File: config.mk
export PLATFORM = sky130hd
export DESIGN_NAME = level_rom_flat
export DESIGN_NICKNAME = d
export VERILOG_FILES = /design/src/rtl/level_rom_pkg.sv /design/src/rtl/level_rom_if.sv /design/src/rtl/level_rom.sv /design/src/flat_wrapper.sv
export SDC_FILE = /design/constraint.sdc
export NUM_CORES = 1
export LEC_CHECK = 0
export ABC_AREA = 1
export BUFFER_PORTS_ARGS = -buffer_cell sky130_fd_sc_hd__buf_2
export CAP_MARGIN = 0
export CORE_AREA = 2 2 39 41
export DETAILED_ROUTE_END_ITERATION = 7
export DIE_AREA = 0 0 41 43
export HOLD_SLACK_MARGIN = 0.02
export PLACE_DENSITY = 0.53
export SLEW_MARGIN = 20
export SYNTH_ARGS = -nofsm -noshare
export SYNTH_HDL_FRONTEND = slang
export SYNTH_SLANG_ARGS = --single-unit
File: constraint.sdc
create_clock -name Clk -period 3.2 [get_ports Clk]
set_input_delay 0.48 -clock Clk [delete_from_list [all_inputs] [get_ports Clk]]
set_output_delay 0.48 -clock Clk [all_outputs]
set_load 0.02 [all_outputs]
File: src/rtl/level_rom_pkg.sv
// Shared constants, map types and the fixed room layouts for the level ROM.
// Every room is built from one common border, then its doorways and blocks are applied.
package level_pkg;

  localparam int NUM_ROOMS  = 8;
  localparam int TILE_SHIFT = 5;
  localparam int MAP_COLS   = 20;
  localparam int MAP_ROWS   = 15;
  localparam int COORD_W    = 10;
  localparam int ROOM_W     = 3;
  localparam int COL_W      = 5;
  localparam int ROW_W      = 4;

  typedef logic [19:0]         row_mask_t;
  typedef row_mask_t [0:14]    room_map_t;

  // Bit c of a row mask is column c; 1 = wall.
  localparam row_mask_t FULL_ROW = 20'hF_FFFF;
  localparam row_mask_t SIDE_ROW = 20'h8_0001;

  function automatic room_map_t build_room(input int idx);
    room_map_t m;
    m     = {MAP_ROWS{SIDE_ROW}};
    m[0]  = FULL_ROW;
    m[14] = FULL_ROW;
    if (idx == 0) begin
      m[14][10:9] = 2'b00;
    end else if (idx == 1) begin
      m[0][10:9] = 2'b00;
      m[6][11:8] = 4'hF;
      m[7][11:8] = 4'hF;
      m[8][11:8] = 4'hF;
    end else begin
      // West and east doorways on rows 6-8.
      m[6][0]  = 1'b0;
      m[7][0]  = 1'b0;
      m[8][0]  = 1'b0;
      m[6][19] = 1'b0;
      m[7][19] = 1'b0;
      m[8][19] = 1'b0;
    end
    return m;
  endfunction

  localparam room_map_t ROOM_MAPS [0:7] = '{
    build_room(0), build_room(1), build_room(2), build_room(3),
    build_room(4), build_room(5), build_room(6), build_room(7)
  };

endpackage

File: src/rtl/level_rom_if.sv
// Pixel-probe bus of the level ROM: coordinates and room in, wall flag out.
// No valid/ready: inputs are sampled continuously and bg_type always reflects the latest probe.
interface level_rom_if;
  import level_pkg::*;

  logic [COORD_W-1:0] DrawX;
  logic [COORD_W-1:0] DrawY;
  logic [ROOM_W-1:0]  room;
  logic               bg_type;

  modport master (output DrawX, output DrawY, output room, input bg_type);
  modport slave  (input DrawX, input DrawY, input room, output bg_type);
endinterface

File: src/rtl/level_rom.sv
// Tile-map wall lookup: registered room select, combinational pixel-to-tile decode.
// Define LEVEL_ROM_REG_OUT_EN to register bg_type for the pixel pipeline.
module level_rom
  import level_pkg::*;
(
  input  logic        Clk,
  input  logic        Reset,
  level_rom_if.slave  bus
);

  logic [ROOM_W-1:0]  r_room_q;
  logic [COORD_W-1:0] w_col_full;
  logic [COORD_W-1:0] w_row_full;
  logic               w_off_screen;
  logic               w_bad_room;
  row_mask_t          w_row_mask;
  logic               w_wall;

  always_ff @(posedge Clk or negedge Reset) begin
    if (!Reset) r_room_q <= '0;
    else        r_room_q <= bus.room;
  end

  // Only meaningful when the room field can encode indices beyond the table.
  if (NUM_ROOMS < (1 << ROOM_W)) begin : g_room_chk
    assign w_bad_room = (r_room_q >= ROOM_W'(NUM_ROOMS));
  end else begin : g_room_all
    assign w_bad_room = 1'b0;
  end

  always_comb begin
    w_col_full   = bus.DrawX >> TILE_SHIFT;
    w_row_full   = bus.DrawY >> TILE_SHIFT;
    w_off_screen = (w_col_full >= COORD_W'(MAP_COLS)) ||
                   (w_row_full >= COORD_W'(MAP_ROWS));
    w_row_mask   = ROOM_MAPS[r_room_q][w_row_full[ROW_W-1:0]];
    // Off-screen and unknown rooms read as solid regardless of the mask bit.
    w_wall       = w_off_screen | w_bad_room | w_row_mask[w_col_full[COL_W-1:0]];
  end

`ifdef LEVEL_ROM_REG_OUT_EN
  logic r_bg_type;

  always_ff @(posedge Clk or negedge Reset) begin
    if (!Reset) r_bg_type <= 1'b0;
    else        r_bg_type <= w_wall;
  end

  assign bus.bg_type = r_bg_type;
`else
  assign bus.bg_type = w_wall;
`endif

endmodule

File: src/flat_wrapper.sv
// flat-port wrapper written by rule: the top's interface ports become plain ports
module level_rom_flat import level_pkg::*;
  (Clk, Reset, bus_DrawX, bus_DrawY, bus_room, bus_bg_type);
  level_rom_if bus_i ();
  input  logic Clk;
  input  logic Reset;
  input wire logic [$bits(bus_i.DrawX)-1:0] bus_DrawX;
  input wire logic [$bits(bus_i.DrawY)-1:0] bus_DrawY;
  input wire logic [$bits(bus_i.room)-1:0] bus_room;
  output wire logic [$bits(bus_i.bg_type)-1:0] bus_bg_type;
  assign bus_i.DrawX = bus_DrawX;
  assign bus_i.DrawY = bus_DrawY;
  assign bus_i.room = bus_room;
  assign bus_bg_type = bus_i.bg_type;
  level_rom u_core (.Clk(Clk), .Reset(Reset), .bus(bus_i));
endmodule
==> flow_summary.yaml <==
drt:
  route.vias.total: 338
  wire_per_inst_um: 6.62
  dr.first_iter.drc_count: 4
  postRouteWirelength_um: 569
  drc: 0
  detail_route.vias_per_cell: 3.93
  number_of_nets_with_antenna_violations_after_detailed_routing: 0
  firstDrtPassIters: 3
logic_synthesis:
  mappedNetlistArea_um2: 279
  largest_cells_by_area_after_synthesis: "dfrtp_1 (27%), nand2_1 (27%), inv_1 (15%)"
  yosysSeqAreaShare_pct: 26.9
  yosysUniqueCellTypes: 11
  synthArstFlopShare_pct: 100
  postSynthNetCount: 76
  synth_flop_cell: "dfrtp_1"
  synth_common_cells: "nand2_1 (20), inv_1 (11), nand3_1 (5), a21oi_1 (4), dfrtp_1 (3)"
  postSynthAreaPerCell_um2: 5.47
  edff_count_synth: 0
  yosys_warnings: 0
  synth_seq_cells: 3
  yosys.area.top_type_share_pct: 26.9
  synth.largest_area_cell: "dfrtp_1"
  synthesized_instance_count: 51
  yosys.cell_count.top_type: "nand2_1"
layout:
  largest_reg_flops: 3
  reg.largest.list: "u_core.r_room_q (3)"
  area_delta_synth_final_pct: 43.5
  fin_nets: 96
  multi_input_comb_area_um2: 159
  largest_reg_by_ff_count: "u_core.r_room_q"
  drive_gt1_share_pct: 30.0
  antenna_cells_inserted: 0
  regArea_um2: 75.1
  number_of_fill_cells: 172
  final_cell_area_um2: 400
setup_path:
  critical_path.top_delay_family: "simple AND/OR/NAND/NOR gates"
  critical_path.endpoint_type: "primary output"
  crit_end: "bus_bg_type"
  cp.depth: 13
  critical-path-slowest-cell: "buf_2"
  path_max_fanout: 3
  worst-setup-path-type: "input pin to primary output"
  critical_path.startpoint_type: "input pin"
  worstSetupStartpoint: "bus_DrawY[5]"
  worst_path_largest_cell_delay_ns: 0.15
  path_common_cell: "nand2_1"
  worst_ep_required_time_ns: 2.72
  critical_path_arrival_ns: 1.42
  critical_path.n_buffers_inverters: 2
  cell_by_cell_listing_of_the_critical_path: "buf_2, nor2_2, nand3_1, nand2_1, nand2_1, nand2_1, nand2_1, nand2_1, nand2_1, nand2_1, nand2_1, nand2_1, buf_2"
clocking:
  tritoncts: "built"
  cts_setup_buffers: 0
  cts_made_buffers: 3
  post_cts.resized_instances: 0
  cts_max_level: 1
  cts.sinks: 3
  clkSlewWorstSetupHoldPaths_ns: 0.04
  post_cts_hold_buffer_count: 0
  maximum_clock_insertion_buffer_count: 2
  clockRootBuffer: "clkbuf_4"
timing:
  hold_viol: 0
  worst_pin_slew_ns: 0.206
  final_min_period_over_clock_period_pct: 59.3
  max_freq_mhz: 527
  rsz0062_at_grt: "false"
  drv_slew: 0
  min_period_ns: 1.90
  finalSetupViolations: 0
  fin_hold_ws_ns: 0.0357
  finalSetupTns_ns: 0
  timing.slew.headroom_pct: 86.2
worst_hold_path:
  hold_path.class: "input pin to async pin"
floorplan:
  row_count: 14
  die-area_mm2: 0.00176
  design.core.area_mm2: 0.00138
  io_pins: 26
  die-width_um: 41
  die_h_um: 43
  initial_utilization_pct: 20.2
pwr:
  power_uw: 136
  pwr_density_cell_mw_per_mm2: 339
  peakVddDrop_mv: 0.181
  reported_leakage_power_uw: 0.000257
job:
  drv_cap: 0
global_routing:
  pin_count_of_the_biggest_net_entering_global_routing: 6
  gr-usage-all-layers_pct: 8.55
  first_global_vias: 306
  grt-ovfl-total: 0
  grt_first_pass_wirelength_um: 986
  antenna_found_initial: 0
placement:
  hpwl_um: 503
  gp_congestion: 0.772
  portBuffers: 15
  dpl_cell_area_um2: 374
run_status:
  outcome: "finished, final reports clean"
[cells by family (layout without fill, tap and decap cells)]
| kind of cell | Yosys count | count (layout) | synth area share [%] |
|---|---|---|---|
| compound gates | 7 | 7 | 12.6 |
| buf+inv | 12 | 31 | 16.1 |
| flops | 3 | 3 | 26.9 |
| simple gates | 29 | 29 | 44.4 |
[routing by layer]
metal / vias up / part of all wire (%) / track usage (%)
met2: 11 / 48 / 12.8
li1: 192 / - / -
met4: 0 / 0 / 8.00
met1: 135 / 45 / 8.41
met3: 0 / 6.9 / 3.14
met5: - / 0 / 0
[through the flow]
step / util, % / instances / worst slack, ns
after global placement: 27.0 / 82 / 1.28
after CTS: 28.9 / 86 / 1.28
after global routing: 28.9 / 86 / 1.16
final: 28.9 / 86 / 1.30
after detailed placement: 27.0 / 82 / 1.29
after floorplan: - / 51 / 1.54
[cell usage in the layout, fill, tap and decap left out]
| cell | count |
|---|---|
| inv_2 | 1 |
| nand2_1 | 20 |
| nor2_1 | 2 |
| dfrtp_1 | 3 |
| o21ai_0 | 1 |
| o21ai_1 | 2 |
| clkbuf_4 | 3 |
| a21oi_1 | 4 |
| nand3_1 | 5 |
| buf_2 | 15 |
| nor2_2 | 1 |
| inv_1 | 11 |
| nand3_2 | 1 |
| clkbuf_1 | 1 |
[area by class of cell]
type | count | share of cell area [%]
multi-input combinational | 36 | 39.7
sequential | 3 | 18.8
timing repair buffer | 15 | 18.8
inverter | 12 | 11.2
clock buffer | 4 | 6.56
tap | 16 | 5.00
[power by group]
group	internal [µW]	switching, µW	leakage [µW]
Sequential	40.1	0.442	0.0000350
Clock	46.6	17.9	0.0000150
Combinational	13.5	17.4	0.000207
[how the worst min path moves through the flow]
stage          start  slack [ns]                  to  depth (start not counted)
5_1_grt        Reset        0.03  u_core.r_room_q[2]                          1
4_1_cts        Reset        0.03  u_core.r_room_q[2]                          1
3_5_place_dp   Reset        0.28  u_core.r_room_q[2]                          1
3_3_place_gp   Reset        0.28  u_core.r_room_q[0]                          1
2_1_floorplan  Reset        0.18  u_core.r_room_q[0]                          0
6_report       Reset        0.04  u_core.r_room_q[2]                          1
(Power assumes the default switching activity.)
